--- src/rtl/issuer_pkg.sv ---
// rtl/issuer_pkg.sv - shared state encoding, opcodes and width helper for cmd_issuer_rr
package issuer_pkg;

  localparam logic INSTR_LD   = 1'b0;
  localparam logic INSTR_INFO = 1'b1;

  typedef enum logic [2:0] {
    ST_IDLE,
    ST_CHECK,
    ST_STALL,
    ST_WRITEBACK,
    ST_LD0,
    ST_LD1,
    ST_INFO
  } state_t;

  // Instruction = {id, opcode bit, payload}; payload is sized to hold {count, op, wr_addr}.
  function automatic int instr_width(input int id_w, input int count_w,
                                     input int op_w, input int addr_w);
    return id_w + 1 + count_w + op_w + addr_w;
  endfunction

endpackage

--- src/rtl/rr_pick.sv ---
// rtl/rr_pick.sv - round-robin first-set-bit search starting after the pointer, with wrap
module rr_pick #(
  parameter int N    = 4,
  parameter int IDXW = $clog2(N)
) (
  input  logic [N-1:0]    i_req,
  input  logic [IDXW-1:0] i_ptr,
  output logic [IDXW-1:0] o_idx,
  output logic            o_found
);

  logic [IDXW-1:0] cand;

  always_comb begin
    o_idx   = '0;
    o_found = 1'b0;
    cand    = '0;
    for (int i = 1; i <= N; i++) begin
      cand = IDXW'((int'(i_ptr) + i) % N);
      if (!o_found && i_req[cand]) begin
        o_found = 1'b1;
        o_idx   = cand;
      end
    end
  end

endmodule

--- src/rtl/cmd_issuer_rr.sv ---
// rtl/cmd_issuer_rr.sv - dependency-checked command issuer dispatching LD/LD/INFO triplets
// round-robin across SIMD processors, with concurrent finish retirement.
module cmd_issuer_rr
  import issuer_pkg::*;
#(
  parameter int PROC_COUNT = 4,
  parameter int ID_W       = 8,
  parameter int ADDR_W     = 16,
  parameter int OP_W       = 4,
  parameter int COUNT_W    = 8,
  parameter int RETRY_W    = 2,
  parameter int MAX_RETRY  = 3
) (
  input  logic                                                 i_clk,
  input  logic                                                 i_rst,
  input  logic                                                 i_cmd_valid,
  output logic                                                 o_cmd_ready,
  input  logic [ID_W-1:0]                                      i_cmd_id,
  input  logic [ID_W-1:0]                                      i_cmd_dep,
  input  logic                                                 i_cmd_dep_valid,
  input  logic [ADDR_W-1:0]                                    i_cmd_addr0,
  input  logic [ADDR_W-1:0]                                    i_cmd_addr1,
  input  logic [ADDR_W-1:0]                                    i_cmd_wr_addr,
  input  logic [OP_W-1:0]                                      i_cmd_op,
  input  logic [COUNT_W-1:0]                                   i_cmd_count,
  input  logic [RETRY_W-1:0]                                   i_cmd_retry,
  output logic                                                 o_wb_valid,
  input  logic                                                 i_wb_ready,
  output logic [2*ID_W+3*ADDR_W+OP_W+COUNT_W+RETRY_W:0]        o_wb_cmd,
  input  logic [PROC_COUNT-1:0]                                i_busy,
  output logic [PROC_COUNT-1:0]                                o_instr_valid,
  input  logic [PROC_COUNT-1:0]                                i_instr_ready,
  output logic [instr_width(ID_W, COUNT_W, OP_W, ADDR_W)-1:0]  o_instr,
  input  logic [PROC_COUNT-1:0]                                i_finish,
  output logic [PROC_COUNT-1:0]                                o_finish_ack,
  output logic [$clog2(PROC_COUNT+1)-1:0]                      o_inflight,
  output logic                                                 o_err
);

  localparam int PIDX_W  = $clog2(PROC_COUNT);
  localparam int INF_W   = $clog2(PROC_COUNT + 1);
  localparam int PAY_W   = COUNT_W + OP_W + ADDR_W;
  localparam int INSTR_W = instr_width(ID_W, COUNT_W, OP_W, ADDR_W);
  localparam int WB_W    = 2*ID_W + 1 + 3*ADDR_W + OP_W + COUNT_W + RETRY_W;

  state_t                         state_q, state_d;
  logic [ID_W-1:0]                id_q, id_d, dep_q, dep_d;
  logic                           dep_valid_q, dep_valid_d;
  logic [ADDR_W-1:0]              addr0_q, addr0_d, addr1_q, addr1_d, wr_addr_q, wr_addr_d;
  logic [OP_W-1:0]                op_q, op_d;
  logic [COUNT_W-1:0]             count_q, count_d;
  logic [RETRY_W-1:0]             retry_q, retry_d;
  logic [PIDX_W-1:0]              sel_q, sel_d, rr_ptr_q, rr_ptr_d;
  logic [PROC_COUNT-1:0]          sb_valid_q, sb_valid_d;
  logic [PROC_COUNT-1:0][ID_W-1:0] sb_id_q, sb_id_d;
  logic                           cmd_ready_q, cmd_ready_d;
  logic                           wb_valid_q, wb_valid_d;
  logic [WB_W-1:0]                wb_cmd_q, wb_cmd_d;
  logic [PROC_COUNT-1:0]          instr_valid_q, instr_valid_d;
  logic [INSTR_W-1:0]             instr_q, instr_d;
  logic [PROC_COUNT-1:0]          finish_ack_q, finish_ack_d;
  logic                           err_q, err_d;

  logic [PROC_COUNT-1:0] free;
  logic [PROC_COUNT-1:0] fin_eff;
  logic [PIDX_W-1:0]     pick_idx, fin_idx;
  logic                  pick_found, fin_hit, hit, in_dispatch;
  logic [INF_W-1:0]      inflight;

  assign free        = ~sb_valid_q & ~i_busy;
  // A finish still asserted during its own ack cycle must not be served twice.
  assign fin_eff     = i_finish & ~finish_ack_q;
  assign in_dispatch = (state_q == ST_LD0) || (state_q == ST_LD1) || (state_q == ST_INFO);

  rr_pick #(
    .N    (PROC_COUNT),
    .IDXW (PIDX_W)
  ) u_rr_pick (
    .i_req   (free),
    .i_ptr   (rr_ptr_q),
    .o_idx   (pick_idx),
    .o_found (pick_found)
  );

  always_comb begin
    hit      = 1'b0;
    inflight = '0;
    fin_hit  = 1'b0;
    fin_idx  = '0;
    for (int k = 0; k < PROC_COUNT; k++) begin
      if (sb_valid_q[k] && (sb_id_q[k] == dep_q)) hit = 1'b1;
      if (sb_valid_q[k]) inflight = inflight + INF_W'(1);
    end
    hit = hit & dep_valid_q;
    for (int k = PROC_COUNT - 1; k >= 0; k--) begin
      if (fin_eff[k]) begin
        fin_hit = 1'b1;
        fin_idx = PIDX_W'(k);
      end
    end
  end

  always_comb begin
    state_d       = state_q;
    id_d          = id_q;
    dep_d         = dep_q;
    dep_valid_d   = dep_valid_q;
    addr0_d       = addr0_q;
    addr1_d       = addr1_q;
    wr_addr_d     = wr_addr_q;
    op_d          = op_q;
    count_d       = count_q;
    retry_d       = retry_q;
    sel_d         = sel_q;
    rr_ptr_d      = rr_ptr_q;
    sb_valid_d    = sb_valid_q;
    sb_id_d       = sb_id_q;
    cmd_ready_d   = 1'b0;
    wb_valid_d    = wb_valid_q;
    wb_cmd_d      = wb_cmd_q;
    instr_valid_d = instr_valid_q;
    instr_d       = instr_q;
    finish_ack_d  = '0;
    err_d         = err_q;

    case (state_q)
      ST_IDLE: begin
        if (i_cmd_valid && (|free)) begin
          cmd_ready_d = 1'b1;
          id_d        = i_cmd_id;
          dep_d       = i_cmd_dep;
          dep_valid_d = i_cmd_dep_valid;
          addr0_d     = i_cmd_addr0;
          addr1_d     = i_cmd_addr1;
          wr_addr_d   = i_cmd_wr_addr;
          op_d        = i_cmd_op;
          count_d     = i_cmd_count;
          retry_d     = i_cmd_retry;
          state_d     = ST_CHECK;
        end
      end
      ST_CHECK, ST_STALL: begin
        if (hit) begin
          if (state_q == ST_CHECK) begin
            if (retry_q < RETRY_W'(MAX_RETRY)) begin
              wb_valid_d = 1'b1;
              wb_cmd_d   = {id_q, dep_q, dep_valid_q, addr0_q, addr1_q, wr_addr_q,
                            op_q, count_q, retry_q + RETRY_W'(1)};
              state_d    = ST_WRITEBACK;
            end else begin
              state_d = ST_STALL;
            end
          end
        end else if (pick_found) begin
          sel_d                = pick_idx;
          rr_ptr_d             = pick_idx;
          sb_valid_d[pick_idx] = 1'b1;
          sb_id_d[pick_idx]    = id_q;
          instr_valid_d        = PROC_COUNT'(1) << pick_idx;
          instr_d              = {id_q, INSTR_LD, PAY_W'(addr0_q)};
          state_d              = ST_LD0;
        end
      end
      ST_WRITEBACK: begin
        if (i_wb_ready) begin
          wb_valid_d = 1'b0;
          wb_cmd_d   = '0;
          state_d    = ST_IDLE;
        end
      end
      ST_LD0: begin
        if (i_instr_ready[sel_q]) begin
          instr_d = {id_q, INSTR_LD, PAY_W'(addr1_q)};
          state_d = ST_LD1;
        end
      end
      ST_LD1: begin
        if (i_instr_ready[sel_q]) begin
          instr_d = {id_q, INSTR_INFO, count_q, op_q, wr_addr_q};
          state_d = ST_INFO;
        end
      end
      ST_INFO: begin
        if (i_instr_ready[sel_q]) begin
          instr_valid_d = '0;
          instr_d       = '0;
          state_d       = ST_IDLE;
        end
      end
      default: state_d = ST_IDLE;
    endcase

    // Allocation only targets invalid entries and retire only clears valid ones, so they never collide.
    if (fin_hit) begin
      finish_ack_d[fin_idx] = 1'b1;
      if (!sb_valid_q[fin_idx]) begin
        err_d = 1'b1;
      end else begin
        sb_valid_d[fin_idx] = 1'b0;
        if (in_dispatch && (sel_q == fin_idx)) err_d = 1'b1;
      end
    end
  end

  always_ff @(posedge i_clk) begin
    if (i_rst) begin
      state_q       <= ST_IDLE;
      id_q          <= '0;
      dep_q         <= '0;
      dep_valid_q   <= 1'b0;
      addr0_q       <= '0;
      addr1_q       <= '0;
      wr_addr_q     <= '0;
      op_q          <= '0;
      count_q       <= '0;
      retry_q       <= '0;
      sel_q         <= '0;
      rr_ptr_q      <= PIDX_W'(PROC_COUNT - 1);
      sb_valid_q    <= '0;
      sb_id_q       <= '0;
      cmd_ready_q   <= 1'b0;
      wb_valid_q    <= 1'b0;
      wb_cmd_q      <= '0;
      instr_valid_q <= '0;
      instr_q       <= '0;
      finish_ack_q  <= '0;
      err_q         <= 1'b0;
    end else begin
      state_q       <= state_d;
      id_q          <= id_d;
      dep_q         <= dep_d;
      dep_valid_q   <= dep_valid_d;
      addr0_q       <= addr0_d;
      addr1_q       <= addr1_d;
      wr_addr_q     <= wr_addr_d;
      op_q          <= op_d;
      count_q       <= count_d;
      retry_q       <= retry_d;
      sel_q         <= sel_d;
      rr_ptr_q      <= rr_ptr_d;
      sb_valid_q    <= sb_valid_d;
      sb_id_q       <= sb_id_d;
      cmd_ready_q   <= cmd_ready_d;
      wb_valid_q    <= wb_valid_d;
      wb_cmd_q      <= wb_cmd_d;
      instr_valid_q <= instr_valid_d;
      instr_q       <= instr_d;
      finish_ack_q  <= finish_ack_d;
      err_q         <= err_d;
    end
  end

  assign o_cmd_ready   = cmd_ready_q;
  assign o_wb_valid    = wb_valid_q;
  assign o_wb_cmd      = wb_cmd_q;
  assign o_instr_valid = instr_valid_q;
  assign o_instr       = instr_q;
  assign o_finish_ack  = finish_ack_q;
  assign o_inflight    = inflight;
  assign o_err         = err_q;

endmodule

--- config.mk ---
export PLATFORM = sky130hd
export DESIGN_NAME = cmd_issuer_rr
export DESIGN_NICKNAME = d
export VERILOG_FILES = /design/src/rtl/issuer_pkg.sv /design/src/rtl/rr_pick.sv /design/src/rtl/cmd_issuer_rr.sv
export SDC_FILE = /design/constraint.sdc
export NUM_CORES = 1
export LEC_CHECK = 0
export BUFFER_PORTS_ARGS = -buffer_cell sky130_fd_sc_hd__buf_2
export CAP_MARGIN = 10
export CELL_PAD_IN_SITES_DETAIL_PLACEMENT = 0
export CELL_PAD_IN_SITES_GLOBAL_PLACEMENT = 2
export CORE_UTILIZATION = 32
export CTS_CLUSTER_DIAMETER = 30
export CTS_CLUSTER_SIZE = 8
export DETAILED_ROUTE_END_ITERATION = 8
export PLACE_DENSITY = 0.88
export SYNTH_ARGS = -nofsm -noshare
export SYNTH_HDL_FRONTEND = slang
export SYNTH_SLANG_ARGS = --single-unit
--- constraint.sdc ---
create_clock -name i_clk -period 2.95 [get_ports i_clk]
set_input_delay 0.4425 -clock i_clk [delete_from_list [all_inputs] [get_ports i_clk]]
set_output_delay 0.4425 -clock i_clk [all_outputs]
set_load 0.01 [all_outputs]
==> results.json, run 1 <==
{
  "timing.fmax_ghz": 0.3645,
  "worst-endpoint-required_ps": 2510,
  "status": "completed",
  "minimum_period_implied_by_the_final_worst_setup_slack_ps": 2743,
  "area_of_the_die_um2": 33870,
  "drt-pass1-iter-count": 5,
  "tritoncts": "yes",
  "rsz0062_at_grt": "false",
  "worst_hold_startpoint": "i_cmd_wr_addr[8]",
  "async_flop_share_pct": 0,
  "row_count": 66,
  "stdcell_area_um2": 14120,
  "synthTopCellsByArea": "dfxtp_1 47%, a21oi_1 8.8%, nand2_1 8.4%, o211ai_1 5.5%, mux2i_1 5.5%",
  "io_pins": 225,
  "grt_max_degree": 81,
  "tritoncts_num_sinks": 249,
  "path_cells": "inv_1 -> ha_1 -> xor2_1 -> ha_1 -> mux2_2 -> buf_2",
  "met3_wl_post_dr_mm": 2.167,
  "netlist-cell-type-count": 60,
  "synth_ff_type": "dfxtp_1",
  "synth_cells": 1246,
  "total_leakage_power_nw": 5.787,
  "die_h_um": 184.0,
  "finalSetupViolations": 0,
  "worst_hold_path_type": "in -> reg",
  "worst-path-buf-inv": 2,
  "slew_violations": 0,
  "startpoint": "sb_valid_q[1]",
  "finish.utilization_pct": 43.41,
  "worstPathArrival_ps": 2300,
  "maxCapViolCount": 0,
  "dr_wl_met2_mm": 16.22,
  "fin_crit_sh_pct": 92.99,
  "die_span_x_um": 184.0,
  "design_power_total_mw": 13.45,
  "max_slew.worst_pin.slew_ps": 1116,
  "grt_antenna_before_repair": 2,
  "cpMaxStageDelayCell": "dfxtp_2",
  "final_layout_size_suffix_gt1_share_pct": 25.60,
  "ctsHtreeMaxLevel": 2,
  "post_synthesis_net_count": 1345,
  "worst_clock_skew_ps": 23.25,
  "timing.setup.tns_ps": 0,
  "post_synth.cell_area_avg_um2": 8.510,
  "critical-path-top-cell-by-count": "ha_1",
  "number_of_synthesized_flops_with_an_enable_pin": 0,
  "drt_drc_violations_left": 0,
  "numPortBuffers": 224,
  "startpoint_type": "register",
  "cts.path.max_buffers": 3,
  "initial_core_utilization_pct": 32.59,
  "critical_path_peak_fanout": 10,
  "wl_met1_mm": 15.72,
  "first_iter_violations": 568,
  "worst_path_clk_slew_ps": 50,
  "rr_startpoint": "sb_valid_q[2]",
  "fin_nets": 1540,
  "clk_root_buffer_cell": "clkbuf_16",
  "detailed_place.area_um2": 12080,
  "synth_seq_area_share_pct": 47.01,
  "gpl.final_weighted_congestion": 0.8663,
  "yosysWarnings": 0,
  "globalRouteTotalUtil_pct": 20.29,
  "setup.worst_path.class": "reg -> out",
  "worstSkewPairLatency_ps": 570,
  "syn2layout_area_growth_pct": 33.19,
  "routed-via-count": 9817,
  "hold_violations": 0,
  "hpwlAfterDp_mm": 23.01,
  "tritoncts.num_buffers": 57,
  "grt_pass1_wl_mm": 53.87,
  "wire_per_inst_um": 18.12,
  "vdd_drop_max_mv": 0.5930,
  "synth_seq_cells": 249,
  "viasPerCell": 5.084,
  "via_count_of_the_first_global_routing_pass": 9479,
  "yosysTopAreaCellShare_pct": 47.01,
  "routed_wl_mm": 34.99,
  "whs_ps": 112.6,
  "floorplan.core_area_um2": 32540,
  "worst_path_largest_cell_delay_ps": 450,
  "synth.largest_area_cell": "dfxtp_1",
  "grt_overflow_total": 0,
  "crit_path_end_kind": "output port",
  "dr.max_layer_used": "met5",
  "rel_slew_slack_pct": 25.63,
  "drtAntennaViolNets": 0,
  "power.density_cell_area_nw_per_um2": 952.1,
  "synth_area_um2": 10600,
  "path_delay_family": "adder cells"
}
==> final timing paths <==
check                  end  slack [ps]  cells after the start
max reg2reg    sb_id_q[12]         390                      6
min           wr_addr_q[8]         110                      3
min reg2reg          o_err         440                      2
max          o_inflight[1]         210                      6
==> per-layer routing <==
| metal | global-route usage (%) | up-vias |
|---|---|---|
| li1 | - | 4764 |
| met1 | 27.45 | 4657 |
| met2 | 32.17 | 330 |
| met3 | 3.764 | 64 |
| met4 | 7.067 | 2 |
| met5 | 0 | - |
==> registers in the layout, indices dropped and copies added, names as in the netlist, 8 cells and up <==
register	count
addr0_q	16
addr1_q	16
count_q	8
dep_q	8
id_q	8
o_instr	37
o_wb_cmd	79
sb_id_q	32
wr_addr_q	16
==> per-stage QoR <==
stage / std cells / worst slack [ps]
2_1_floorplan: 1246 / 729.2
3_5_place_dp: 1824 / 375.6
3_3_place_gp: 1824 / 470.4
4_1_cts: 1930 / 41.91
6_report: 1931 / 206.8
5_1_grt: 1931 / 79.38
==> cells by family after synthesis <==
logic type | count (synthesis) | share of synthesized area [%]
compound gates | 317 | 18.71
fa+ha+maj | 5 | 0.5664
xor+xnor | 37 | 3.056
mux | 76 | 7.493
simple gates | 436 | 17.97
buf+inv | 126 | 5.192
flops | 249 | 47.01
==> placed cells by master (no fill, tap or decap), types with 4 or more instances in the layout <==
cell type     n
xnor2_1      34
mux2_2        8
nand2b_1      5
ha_1          4
a21oi_1     187
nand3_1      85
inv_1         6
nand4_1       6
mux2i_1      58
mux2_1        9
clkbuf_1      8
buf_2       223
clkinv_2     10
bufinv_16     8
nor2b_1      18
clkbuf_8     12
o211ai_1     78
clkinvlp_4    4
nor3_1       17
a32o_1       13
dfxtp_1     247
clkinv_4      4
buf_4        27
clkbuf_16    57
nand2_1     237
nor2_1       45
o21ai_0       7
or3_1         6
==> synth_stat cells (all sizes together), types with 17 or more instances <==
library cell  instances
nand3                86
nor2b                18
mux2i                58
dfxtp               249
xnor2                34
o211ai               78
nor3                 17
nor2                 46
buf                  37
a21oi               187
clkbuf               81
mux2                 17
nand2               238
==> power breakdown <==
| group | total [mW] | switching [mW] | internal (mW) |
|---|---|---|---|
| clock network | 6.55 | 2.01 | 4.54 |
| registers | 4.06 | 0.362 | 3.70 |
| logic | 2.84 | 1.87 | 0.968 |
==> timing repair <==
item | in CTS | in global routing
hold buffers | 0 | 0
resized for setup | 0 | 2
setup endpoints to repair | 0 | 1
buffers inserted | 0 | 0
==> worst reg2reg max path, stage by stage (launching register included) <==
cell      delay, ps
dfxtp_1         520
nor2_1          110
o311ai_0        390
a22o_1          360
inv_1           130
or4_1           710
mux2i_1         210
==> final cells by class <==
cell class / count / area [um^2]
well taps: 442 / 553.0
inverters: 8 / 30.03
diodes: 1 / 2.502
fillers: 3292 / 18410
repair buffers: 254 / 1390
clock buffers: 77 / 1622
multi-input cells: 871 / 5117
flip-flops and latches: 249 / 4987
clock inverters: 29 / 421.7
(Power assumes the default switching activity.)
==> inputs of run 2 (changes only) <==
CORE_UTILIZATION = 28   (was 32)
PLACE_DENSITY = 0.8   (was 0.88)
clock period = 2.86 ns   (was 2.95 ns; I/O delays follow)
==> run 2 against run 1 <==
- non-clock buffer count increased by 4
- via count increased by 1.4%
- clock skew about the same
- wire length increased by 8.7%
- final cell count increased by 4.6%
- design area increased by 4.8%
- setup slack got worse by 58 ps
- critical path type unchanged
==> results.json, run 2 (synthesis gave the netlist of run 1 again) <==
{
  "area_of_the_die_um2": 38650,
  "worst-path-buf-inv": 2,
  "grt_max_degree": 98,
  "vdd_drop_max_mv": 0.4070,
  "timing.setup.tns_ps": 0,
  "worstSkewPairLatency_ps": 580,
  "finish.utilization_pct": 40.04,
  "layout_common_cells": "247 x dfxtp_1, 237 x nand2_1, 223 x buf_2, 187 x a21oi_1, 85 x nand3_1",
  "routed_wl_mm": 38.02,
  "hpwlAfterDp_mm": 25.08,
  "path_cells": "inv_1 -> ha_1 -> xor2_1 -> ha_1 -> mux2_2 -> buf_2",
  "die_span_x_um": 196.6,
  "finalSetupViolations": 0,
  "worst_hold_startpoint": "i_cmd_id[3]",
  "crit_path_end_kind": "output port",
  "largest_register_ff_count": 79,
  "worst_path_largest_cell_delay_ps": 450,
  "gpl.final_weighted_congestion": 0.8793,
  "slew_violations": 0,
  "grt_antenna_before_repair": 1,
  "worst_clock_skew_ps": 23.74,
  "design_power_total_mw": 15.57,
  "tritoncts_num_sinks": 249,
  "cpMaxStageDelayCell": "dfxtp_2",
  "floorplan.core_area_um2": 36960,
  "critical-path-top-cell-by-count": "ha_1",
  "fin_nets": 1557,
  "drt-pass1-iter-count": 5,
  "path_delay_family": "adder cells",
  "drt_drc_violations_left": 0,
  "rr_startpoint": "sel_q[0]",
  "cts_hold_buf": 0,
  "setup.worst_path.class": "reg -> out",
  "clk_root_buffer_cell": "clkbuf_16",
  "wire_per_inst_um": 18.83,
  "rel_slew_slack_pct": 22.65,
  "worst_hold_path_type": "in -> reg",
  "ctsHtreeMaxLevel": 3,
  "rsz0062_at_grt": "false",
  "minimum_period_implied_by_the_final_worst_setup_slack_ps": 2711,
  "final_layout_size_suffix_gt1_share_pct": 26.77,
  "numPortBuffers": 224,
  "row_count": 70,
  "syn2layout_area_growth_pct": 39.56,
  "drtAntennaViolNets": 0,
  "tritoncts.num_buffers": 70,
  "io_pins": 225,
  "initial_core_utilization_pct": 28.69,
  "routed-via-count": 9957,
  "timing.fmax_ghz": 0.3689,
  "via_count_of_the_first_global_routing_pass": 10012,
  "cts.path.max_buffers": 3,
  "power.density_cell_area_nw_per_um2": 1052,
  "mostFrequentLayoutCell": "dfxtp_1",
  "timing.hold.worst_endpoint": "id_q[3]",
  "r2r_slack_ps": 380,
  "reg2reg_depth": 6,
  "worst-endpoint-required_ps": 2430,
  "whs_ps": 96.19,
  "worst_path_clk_slew_ps": 50,
  "total_leakage_power_nw": 6.069,
  "worstHoldPathCells": 3,
  "die_h_um": 196.6,
  "status": "completed",
  "globalRouteTotalUtil_pct": 19.60,
  "fin_crit_sh_pct": 94.78,
  "viasPerCell": 4.932,
  "maxCapViolCount": 0,
  "rr_endpoint": "o_instr[0]",
  "startpoint_type": "register",
  "grt_pass1_wl_mm": 58.31,
  "grt_overflow_total": 0,
  "tritoncts": "yes",
  "hold_violations": 0,
  "worstPathArrival_ps": 2280,
  "max_slew.worst_pin.slew_ps": 1160,
  "critical_path_peak_fanout": 10,
  "first_iter_violations": 503
}
run 2: worst max-delay path by stage:
stage | from | slack [ps] | to | cells after the start
floorplan | sel_q[0] | 640 | o_instr[10] | 6
global placement | i_busy[3] | 390 | sb_id_q[10] | 6
detailed placement | i_busy[3] | 320 | sb_id_q[10] | 6
CTS | sb_valid_q[0] | 10 | o_inflight[1] | 6
global route | sb_valid_q[1] | 20 | o_inflight[1] | 6
finish | sb_valid_q[1] | 150 | o_inflight[1] | 6
run 2: repair_timing:
| item | 4_1_cts | 5_1_grt |
|---|---|---|
| endpoints found under the hold margin | 0 | 0 |
| setup endpoints to repair | 1 | 1 |
| resized for setup | 1 | 1 |
| setup buffers | 0 | 0 |
run 2: metrics by stage:
| stage | instances | worst slack [ps] | cell area [um^2] |
|---|---|---|---|
| after CTS | 2017 | 12.62 | 14790 |
| after global placement | 1890 | 386.3 | 12230 |
| after global routing | 2017 | 20.16 | 14790 |
| after floorplan | 1246 | 639.2 | 10600 |
| after detailed placement | 1890 | 318.1 | 12230 |
| final | 2019 | 149.3 | 14800 |
run 2: worst reg2reg max path: stages (launching register included):
cell and delay [ps]:
dfxtp_1 430, mux4_2 620, nand2b_2 280, o211a_1 210, a31oi_4 160, buf_4 300, mux2_2 380
run 2: report_power, final:
group	total [mW]	internal (mW)	switching [mW]
combinational	3.00	1.02	1.98
sequential	4.19	3.82	0.372
clock	8.38	6.03	2.35
run 2: area by class of cell:
type	count	area, um^2
Antenna cell	2	5.005
Clock buffer	89	1934
Clock inverter	38	624.3
Fill cell	3796	22160
Inverter	8	30.03
Multi-Input combinational cell	871	5117
Sequential cell	249	4987
Tap cell	504	630.6
Timing Repair Buffer	258	1470
run 2: routing by layer:
layer / GRT usage (%) / part of all wire [%] / vias up / wire [um]
met5: 0 / 0 / - / 0
met4: 8.987 / 3.4 / 0 / 1284
met3: 4.603 / 5.8 / 86 / 2220
met2: 30.40 / 46 / 316 / 17440
met1: 25.74 / 45 / 4749 / 17070
li1: - / - / 4806 / -
